<file path="src/rtl/adder_pkg.sv">
// Shared definitions for approximate-adder accuracy monitors.
package adder_pkg;

    // Default operand width; the adder sum is one bit wider.
    localparam int WIDTH_DEFAULT = 8;
    // Default width of the sample window length and of the sample counters.
    localparam int CNT_W_DEFAULT = 16;
    // Default width of the summed error-distance accumulator.
    localparam int ACC_W_DEFAULT = 24;

    // Measurement window control states.
    typedef enum logic [1:0] {
        IDLE = 2'd0,
        RUN  = 2'd1,
        DONE = 2'd2
    } mon_state_t;

endpackage : adder_pkg

</file>
<file path="src/rtl/adder_err_calc.sv">
// Combinational error-distance unit: recomputes the exact sum X+Y+Cin and
// returns the unsigned distance between it and the sum the adder produced.
module adder_err_calc
    import adder_pkg::*;
#(
    parameter int WIDTH = WIDTH_DEFAULT
) (
    input  logic [WIDTH-1:0] x,
    input  logic [WIDTH-1:0] y,
    input  logic             cin,
    input  logic [WIDTH:0]   sum,
    output logic [WIDTH:0]   err
);

    logic [WIDTH:0] exact;

    // The exact sum always fits in WIDTH+1 bits, so there is no carry loss.
    assign exact = {1'b0, x} + {1'b0, y} + {{WIDTH{1'b0}}, cin};

    // Subtract the smaller from the larger so the distance never wraps.
    assign err = (sum >= exact) ? (sum - exact) : (exact - sum);

endmodule : adder_err_calc

</file>
<file path="src/rtl/adder_error_monitor.sv">
// Accuracy monitor for the approximate adder stage. Samples operand/sum
// tuples over a window of N samples and accumulates mismatch count, summed
// error distance (saturating), maximum error and sample count.
module adder_error_monitor
    import adder_pkg::*;
#(
    parameter int WIDTH = WIDTH_DEFAULT,
    parameter int CNT_W = CNT_W_DEFAULT,
    parameter int ACC_W = ACC_W_DEFAULT
) (
    input  logic             clock,
    input  logic             reset,
    input  logic             start,
    input  logic [CNT_W-1:0] num_samples,
    input  logic             in_valid,
    input  logic [WIDTH-1:0] X,
    input  logic [WIDTH-1:0] Y,
    input  logic             Cin,
    input  logic [WIDTH:0]   Sum,
    output logic             busy,
    output logic             done,
    output logic [CNT_W-1:0] sample_cnt,
    output logic [CNT_W-1:0] mismatch_cnt,
    output logic [ACC_W-1:0] err_sum,
    output logic [WIDTH:0]   max_err
);

    // ------------------------------------------------------------------
    // Control state
    // ------------------------------------------------------------------
    mon_state_t       state_reg;
    mon_state_t       state_next;
    logic [CNT_W-1:0] n_reg;
    logic [CNT_W-1:0] accepted_reg;

    // Pipeline stage 1: captured tuple
    logic             s1_valid_reg;
    logic [WIDTH-1:0] s1_x_reg;
    logic [WIDTH-1:0] s1_y_reg;
    logic             s1_cin_reg;
    logic [WIDTH:0]   s1_sum_reg;

    // Pipeline stage 2: registered error distance
    logic             s2_valid_reg;
    logic [WIDTH:0]   s2_err_reg;
    logic [WIDTH:0]   s1_err;

    // Statistics
    logic [CNT_W-1:0] sample_cnt_reg;
    logic [CNT_W-1:0] mismatch_cnt_reg;
    logic [ACC_W-1:0] err_sum_reg;
    logic [ACC_W-1:0] err_sum_next;
    logic [ACC_W:0]   err_sum_wide;
    logic [WIDTH:0]   max_err_reg;

    logic             start_ok;
    logic             accept;
    logic             pipe_empty;

    // A start request only counts outside an active window.
    assign start_ok   = start && (state_reg != RUN);
    // Tuples are taken only while running and only up to the window length.
    assign accept     = (state_reg == RUN) && in_valid && (accepted_reg < n_reg);
    assign pipe_empty = !s1_valid_reg && !s2_valid_reg;

    // State register.
    always_ff @(posedge clock) begin
        if (reset) begin
            state_reg <= IDLE;
        end else begin
            state_reg <= state_next;
        end
    end

    // Next-state logic: a zero-length window completes immediately; a running
    // window completes once all N samples have drained through the pipeline.
    always_comb begin
        state_next = state_reg;
        case (state_reg)
            IDLE, DONE: begin
                if (start) begin
                    state_next = (num_samples == '0) ? DONE : RUN;
                end
            end
            RUN: begin
                if ((accepted_reg == n_reg) && pipe_empty) begin
                    state_next = DONE;
                end
            end
            default: state_next = IDLE;
        endcase
    end

    // Window length latch and accepted-sample counter.
    always_ff @(posedge clock) begin
        if (reset) begin
            n_reg        <= '0;
            accepted_reg <= '0;
        end else if (start_ok) begin
            n_reg        <= num_samples;
            accepted_reg <= '0;
        end else if (accept) begin
            accepted_reg <= accepted_reg + CNT_W'(1);
        end
    end

    // Stage 1: capture the accepted tuple.
    always_ff @(posedge clock) begin
        if (reset || start_ok) begin
            s1_valid_reg <= 1'b0;
            s1_x_reg     <= '0;
            s1_y_reg     <= '0;
            s1_cin_reg   <= 1'b0;
            s1_sum_reg   <= '0;
        end else begin
            s1_valid_reg <= accept;
            if (accept) begin
                s1_x_reg   <= X;
                s1_y_reg   <= Y;
                s1_cin_reg <= Cin;
                s1_sum_reg <= Sum;
            end
        end
    end

    adder_err_calc #(
        .WIDTH (WIDTH)
    ) u_err_calc (
        .x   (s1_x_reg),
        .y   (s1_y_reg),
        .cin (s1_cin_reg),
        .sum (s1_sum_reg),
        .err (s1_err)
    );

    // Stage 2: register the error distance of the captured tuple.
    always_ff @(posedge clock) begin
        if (reset || start_ok) begin
            s2_valid_reg <= 1'b0;
            s2_err_reg   <= '0;
        end else begin
            s2_valid_reg <= s1_valid_reg;
            if (s1_valid_reg) begin
                s2_err_reg <= s1_err;
            end
        end
    end

    // One extra bit catches accumulator overflow; clamp to all-ones if set.
    assign err_sum_wide = {1'b0, err_sum_reg} + {{(ACC_W - WIDTH){1'b0}}, s2_err_reg};
    assign err_sum_next = err_sum_wide[ACC_W] ? {ACC_W{1'b1}} : err_sum_wide[ACC_W-1:0];

    // Stage 3: fold each completed sample into the window statistics.
    always_ff @(posedge clock) begin
        if (reset || start_ok) begin
            sample_cnt_reg   <= '0;
            mismatch_cnt_reg <= '0;
            err_sum_reg      <= '0;
            max_err_reg      <= '0;
        end else if (s2_valid_reg) begin
            sample_cnt_reg <= sample_cnt_reg + CNT_W'(1);
            if (s2_err_reg != '0) begin
                mismatch_cnt_reg <= mismatch_cnt_reg + CNT_W'(1);
            end
            err_sum_reg <= err_sum_next;
            if (s2_err_reg > max_err_reg) begin
                max_err_reg <= s2_err_reg;
            end
        end
    end

    assign busy         = (state_reg == RUN);
    assign done         = (state_reg == DONE);
    assign sample_cnt   = sample_cnt_reg;
    assign mismatch_cnt = mismatch_cnt_reg;
    assign err_sum      = err_sum_reg;
    assign max_err      = max_err_reg;

endmodule : adder_error_monitor

</file>
<file path="config.mk">
export PLATFORM = sky130hd
export DESIGN_NAME = adder_error_monitor
export DESIGN_NICKNAME = d
export VERILOG_FILES = /design/src/rtl/adder_pkg.sv /design/src/rtl/adder_err_calc.sv /design/src/rtl/adder_error_monitor.sv
export SDC_FILE = /design/constraint.sdc
export NUM_CORES = 1
export LEC_CHECK = 0
export BUFFER_PORTS_ARGS = -buffer_cell sky130_fd_sc_hd__buf_2
export CAP_MARGIN = 10
export CORE_ASPECT_RATIO = 0.75
export CORE_MARGIN = 4
export CORE_UTILIZATION = 30
export CTS_BUF_LIST = sky130_fd_sc_hd__clkbuf_4 sky130_fd_sc_hd__clkbuf_8 sky130_fd_sc_hd__clkbuf_16
export DETAILED_ROUTE_END_ITERATION = 16
export GPL_TIMING_DRIVEN = 0
export MAX_ROUTING_LAYER = met4
export PLACE_DENSITY = 0.48
export SLEW_MARGIN = 20
export SYNTH_ARGS = -nofsm -noshare
export SYNTH_HDL_FRONTEND = slang
export SYNTH_SLANG_ARGS = --single-unit
</file>
<file path="constraint.sdc">
create_clock -name clock -period 3.9 [get_ports clock]
set_input_delay 0.39 -clock clock [delete_from_list [all_inputs] [get_ports clock]]
set_output_delay 0.39 -clock clock [all_outputs]
set_load 0.05 [all_outputs]
</file>
== Word level (Yosys, flattened, before mapping) ==
Cells that the tools add are included.
Widths: inputs -> output; s select.

* $lt $le $gt $ge: 3
* Equality and inequality tests: 6
* Multiplexer cells: 6
* $add $sub $neg: 8
* Reduce and logical (&&, ||, !) cells: 16

{| class="wikitable"
|+ Operators with widths
! kind !! number
|-
| $add 16x1->16 const B || 3
|-
| $add 24x9->25 || 1
|-
| $mux 24 || 1
|-
| $sub 9x9->9 || 2
|-
| $eq 16x16->1 || 1
|-
| $logic_not 16->1 || 1
|-
| $lt 16x16->1 || 1
|-
| $add 8x8->9 || 1
|-
| $add 9x1->9 || 1
|-
| $ge 9x9->1 || 1
|-
| $gt 9x9->1 || 1
|-
| $mux 9 || 1
|-
| $reduce_bool 9->1 || 1
|-
| $mux 2 || 3
|-
| $reduce_and 2->1 || 3
|-
| $logic_and 1x1->1 || 5
|-
| $ne 2x1->1 const B || 2
|-
| $pmux 2 s2 || 1
|-
| $reduce_or 2->1 || 2
|-
| $eq 2x1->1 const B || 1
|-
| $eq 2x2->1 const B || 1
|-
| $logic_not 1->1 || 2
|-
| $logic_not 2->1 || 1
|-
| $ne 2x2->1 const B || 1
|-
| $logic_or 1x1->1 || 1
|}

* Output and inout port bits: 67
* Register bits after elaboration: 136
* Bits of input ports: 46
* Word-level logic and storage cells: 53

== Depth between registers and ports, before layout ==
* Word-level depth: 5
* Gate-level depth with buffers: 19
* Depth with buffers taken out: 18

== Hierarchy ==
A second synthesis with hierarchy kept.

* Cell total of the unflattened synthesis: 892
* Area, all modules: 7,777.5 um2

{| class="wikitable"
|+ By module, submodules not included
! module !! area an instance (um2) !! instances !! cells each
|-
| adder_error_monitor || 6,521.3 || 1 || 725
|-
| adder_err_calc || 1,256.2 || 1 || 167
|}

== Least setup slack after synthesis ==
OpenSTA, ideal clock, no wires.

* Path type: flip-flop to flip-flop
* From: register s1_x_reg[0]
* To: register s2_err_reg[3]
* Library setup time: 120 ps
* Cell stages (with the launch flop): 20
* Clock period less this slack: 3,756 ps
* Data required time: 3,780 ps
* Setup slack: 144 ps
* Arrival: 3,636 ps
* Cells stage by stage: dfxtp_1 > fa_1 > inv_1 > fa_1 > inv_1 > a21oi_1 > o21bai_1 > a21o_1 > a21o_1 > xor2_1 > ha_1 > buf_6 > a21oi_1 > nor2_1 > nor4_2 > a21o_1 > buf_6 > mux2_4 > a32o_1 > a211o_1

* Word-level cells in the longest chain between the ends: 4
* Elaborated cells between the ends (all ways): 6
* Those cells by class: 4 x add/sub; 1 x order compare; 1 x mux

{| class="wikitable"
|+ RTL lines
! item !! RTL line !! text
|-
| start: declaration || adder_error_monitor.sv:38 || <nowiki>logic [WIDTH-1:0] s1_x_reg;</nowiki>
|-
| start signal: assignment || adder_error_monitor.sv:111 || <nowiki>s1_x_reg <= '0;</nowiki>
|-
| start signal: assignment || adder_error_monitor.sv:118 || <nowiki>s1_x_reg <= X;</nowiki>
|-
| $add 8x8->9 (*) || adder_err_calc.sv:18 || <nowiki>assign exact = {1'b0, x} + {1'b0, y} + {{WIDTH{1'b0}}, cin};</nowiki>
|-
| $add 9x1->9 (*) || adder_err_calc.sv:18 ||
|-
| $sub 9x9->9 or $ge 9x9->1 (tied branches) || adder_err_calc.sv:21 || <nowiki>assign err = (sum >= exact) ? (sum - exact) : (exact - sum);</nowiki>
|-
| $mux 9 (*) || adder_err_calc.sv:21 ||
|-
| end signal: assignment || adder_error_monitor.sv:144 || <nowiki>s2_err_reg <= s1_err;</nowiki>
|-
| end: declaration || adder_error_monitor.sv:45 || <nowiki>logic [WIDTH:0] s2_err_reg;</nowiki>
|}

Mark *: on every way between the ends. The rest lies on a longest branch, timed or not.
A chain may end at the register's enable or synchronous reset.

== Worst setup path after layout ==
* From: register s1_cin_reg
* To: register s2_err_reg[3]

* Word-level cells in the longest chain between the ends: 3
* Elaborated cells between the ends (all ways): 5
* Those cells by class: 3 x add/sub; 1 x order compare; 1 x mux

{| class="wikitable"
|+ RTL lines
! item !! RTL line !! text
|-
| start: declaration || adder_error_monitor.sv:40 || <nowiki>logic s1_cin_reg;</nowiki>
|-
| start signal: assignment || adder_error_monitor.sv:120 || <nowiki>s1_cin_reg <= Cin;</nowiki>
|-
| $add 9x1->9 (*) || adder_err_calc.sv:18 ||
|-
| $sub 9x9->9 or $ge 9x9->1 (tied branches) || adder_err_calc.sv:21 ||
|-
| $mux 9 (*) || adder_err_calc.sv:21 ||
|}

Marked as above.

==> metrics.yaml <==
min_period_over_period_pct: 95.9
cp.arrival_ns: 4.06
hpwl_um: 16000
async_reset_ff_share_pct: 0
antenna_cells: 0
grt_max_degree: 17
die_h_um: 146
synth_seq_cells: 136
worst_pin_slew_ns: 0.865
fin_tns_setup_ns: 0
endpoint_kind: "register"
hold_ws_ns: 0.201
ios: 113
ys_seq_area_share_pct: 35.8
port_buffers: 112
wl_um: 21000
p_per_area_mw_per_mm2: 391
start_kind: "register"
holdPathEnd: "s1_x_reg[4]$_SDFFE_PP0P_"
r2r_slack_ns: 0.16
cts_sinks: 136
synth_edf_count: 0
worstPathCellList: "fa_2 -> inv_2 -> fa_2 -> inv_1 -> a21oi_2 -> o21bai_2 -> a21o_1 -> a21o_1 -> xor2_2 -> ha_1 -> buf_6 -> a21oi_4 -> nor2_2 -> nor4_2 -> a21o_1 -> buf_6 -> mux2_4 -> a32o_1 -> a211o_1"
finalNonFillerCells: 1403
clockBufferDepth: 2
final_common_cell: "dfxtp_1"
final_cell_mix: "dfxtp_1 (135), buf_2 (126), nand2_1 (122)"
final_util_pct: 37.3
htree_levels: 4
synth_top_area_cell: "dfxtp_1"
crit_buf_inv: 4
whs_path_depth: 3
grt_pass1_vias: 6359
drc: 0
path_clk_slew_ns: 0.06
largest_reg_flops: 24
maxCapViolations: 0
gp_congestion: 0.814
ir_drop_mv: 0.281
final_hold_viol_count: 0
muxShareOfSynthArea_pct: 3.49
layout-drive-gt1-share_pct: 19.4
syn2layout_area_growth_pct: 22.6
crit_family: "compound AO/OA/AOI/OAI gates"
crit_type: "reg2reg"
numCtsBuffers: 17
num_vias: 6622
crit_slowest_cell: "fa_2"
rr_worst_depth: 19
routedWlPerCell_um: 15.0
die_w_um: 192
cp-startpoint: "s1_cin_reg$_SDFFE_PP0P_"
crit_required_ns: 4.21
syn_inst: 912
finClkSkew_ns: 0.00913
netlist_area_mm2: 0.00759
synth_cell_type_count: 70
cts_tree: "built"
synth_top_family_by_area: "simple AND/OR/NAND/NOR gates"
fmax_mhz: 267
die_area_mm2: 0.0280
synth_compound_area_share_pct: 17.5
yosysWarnings: 0
cp_max_fo: 7
cpPeakStageDelay_ns: 0.40
synthXorXnorAreaFrac_pct: 5.54
grt_usage_pct: 15.7
dr.first_iter.drc_count: 341
reg2reg_from: "s1_cin_reg$_SDFFE_PP0P_"
first_pass_iters: 4
r2r_end: "s2_err_reg[3]$_SDFFE_PP0P_"
cpMostUsedCell: "a21o_1"
final_antenna_net_count: 0
status: "complete, no violations"
synth_top_cell_area_share_pct: 35.8
syn_nets: 1024
fp-row-count: 50
synthTopCellsByArea: "dfxtp_1 (36%), ha_1 (10%), a21oi_1 (6.1%), nand2_1 (6.0%), nor2_1 (3.9%)"
grt_first_pass_wirelength_um: 34100
post-route-min-period_ns: 3.74
maxSlewViolCount: 0
start_util_pct: 30.4
antenna_found_initial: 0
routed_via_density: 4.72
fill_cells: 2648
setup_viol: 0
root_buffer: "clkbuf_16"
synthFlopType: "dfxtp_1"
hp-class: "in2reg"
dp_cells: 1362
grt.overflow.total: 0
core_mm2: 0.0250
max_slew_margin_pct: 42.4
hold_start: "X[4]"
syn_avg_cell_area_um2: 8.33
p_leak_nw: 4.00
synth-simple-area-share_pct: 20.5
clk_latency_ns: 0.42
final_nets: 1164
synth-adder-area-share_pct: 11.4
[worst register-to-register path: stages, from the launching register on]
cell and delay, ns:
dfxtp_2 0.33, fa_2 0.40, inv_2 0.07, fa_2 0.19, inv_1 0.05, a21oi_2 0.13, o21bai_2 0.08, a21o_1 0.16
a21o_1 0.18, xor2_2 0.15, ha_1 0.29, buf_6 0.14, a21oi_4 0.11, nor2_2 0.05, nor4_2 0.25, a21o_1 0.17
buf_6 0.12, mux2_4 0.31, a32o_1 0.20, a211o_1 0.25
[routing by layer]
layer	routed length, µm	vias to the layer above	track usage (%)
li1	-	3473	-
met1	11500	3031	23.1
met2	8410	99	21.4
met3	819	19	3.45
met4	269	0	4.27
met5	0	-	-
[cell type report]
class	count	area, µm²	share of cell area [%]
flip-flops and latches	136	2720	29.2
clock buffers	21	468	5.02
multi-input cells	671	4480	48.1
well taps	338	423	4.54
inverters	65	244	2.62
plain buffers	40	198	2.12
repair buffers	121	628	6.74
clock inverters	11	148	1.59
[how the worst max path moves through the flow]
stage                                  to  slack, ns  cells past startpoint
2_1_floorplan  s2_err_reg[3]$_SDFFE_PP0P_       0.14                     19
3_3_place_gp   s2_err_reg[7]$_SDFFE_PP0P_      -0.13                     19
3_5_place_dp   s2_err_reg[7]$_SDFFE_PP0P_      -0.14                     19
4_1_cts        s2_err_reg[7]$_SDFFE_PP0P_      0.006                     19
5_1_grt        s2_err_reg[3]$_SDFFE_PP0P_    -0.0001                     19
6_report       s2_err_reg[3]$_SDFFE_PP0P_       0.16                     19
[kinds of logic after synthesis]
kind of cell    count (synthesis)
mux                            25
xor+xnor                       48
buf+inv                       105
fa+ha+maj                      66
simple gates                  326
compound gates                206
flops                         136
[timing repair]
action	in CTS	in global routing
resized for setup	4	10
pin swaps	5	9
setup endpoints to repair	3	7
setup buffers	5	4
hold buffers	0	0
[cell usage after synthesis (4+ instances only)]
master    number
a211oi_1       4
a21o_1        17
a21oi_1       93
a311oi_1       4
and2_1         5
and3_1        14
buf_2         14
clkbuf_1      18
dfxtp_1      136
fa_1           5
ha_1          61
inv_1         64
mux2i_1       22
nand2_1      122
nand2b_1       4
nand3_1       26
nand4_1       17
nor2_1        78
nor2b_1       11
nor3_1        13
nor4_1         5
o21a_1         6
o21ai_0       33
o311ai_0       5
or3_1         12
xnor2_1       19
xor2_1        29
[through the flow]
| step | area, µm² | power, mW | setup WS (ns) |
|---|---|---|---|
| after floorplan | 7590 | 1.80 | 0.144 |
| after global placement | 8580 | 1.94 | -0.125 |
| after detailed placement | 8580 | 1.94 | -0.144 |
| after CTS | 9250 | 3.70 | 0.00581 |
| after global routing | 9310 | 3.81 | -0.0000986 |
| final | 9310 | 3.64 | 0.159 |
[power by group]
group	switching [mW]	internal [mW]	leakage, nW
Combinational	0.302	0.218	2.61
Sequential	0.0165	1.41	1.10
Clock	0.638	1.05	0.292
Power figures use the tool's default switching activity.
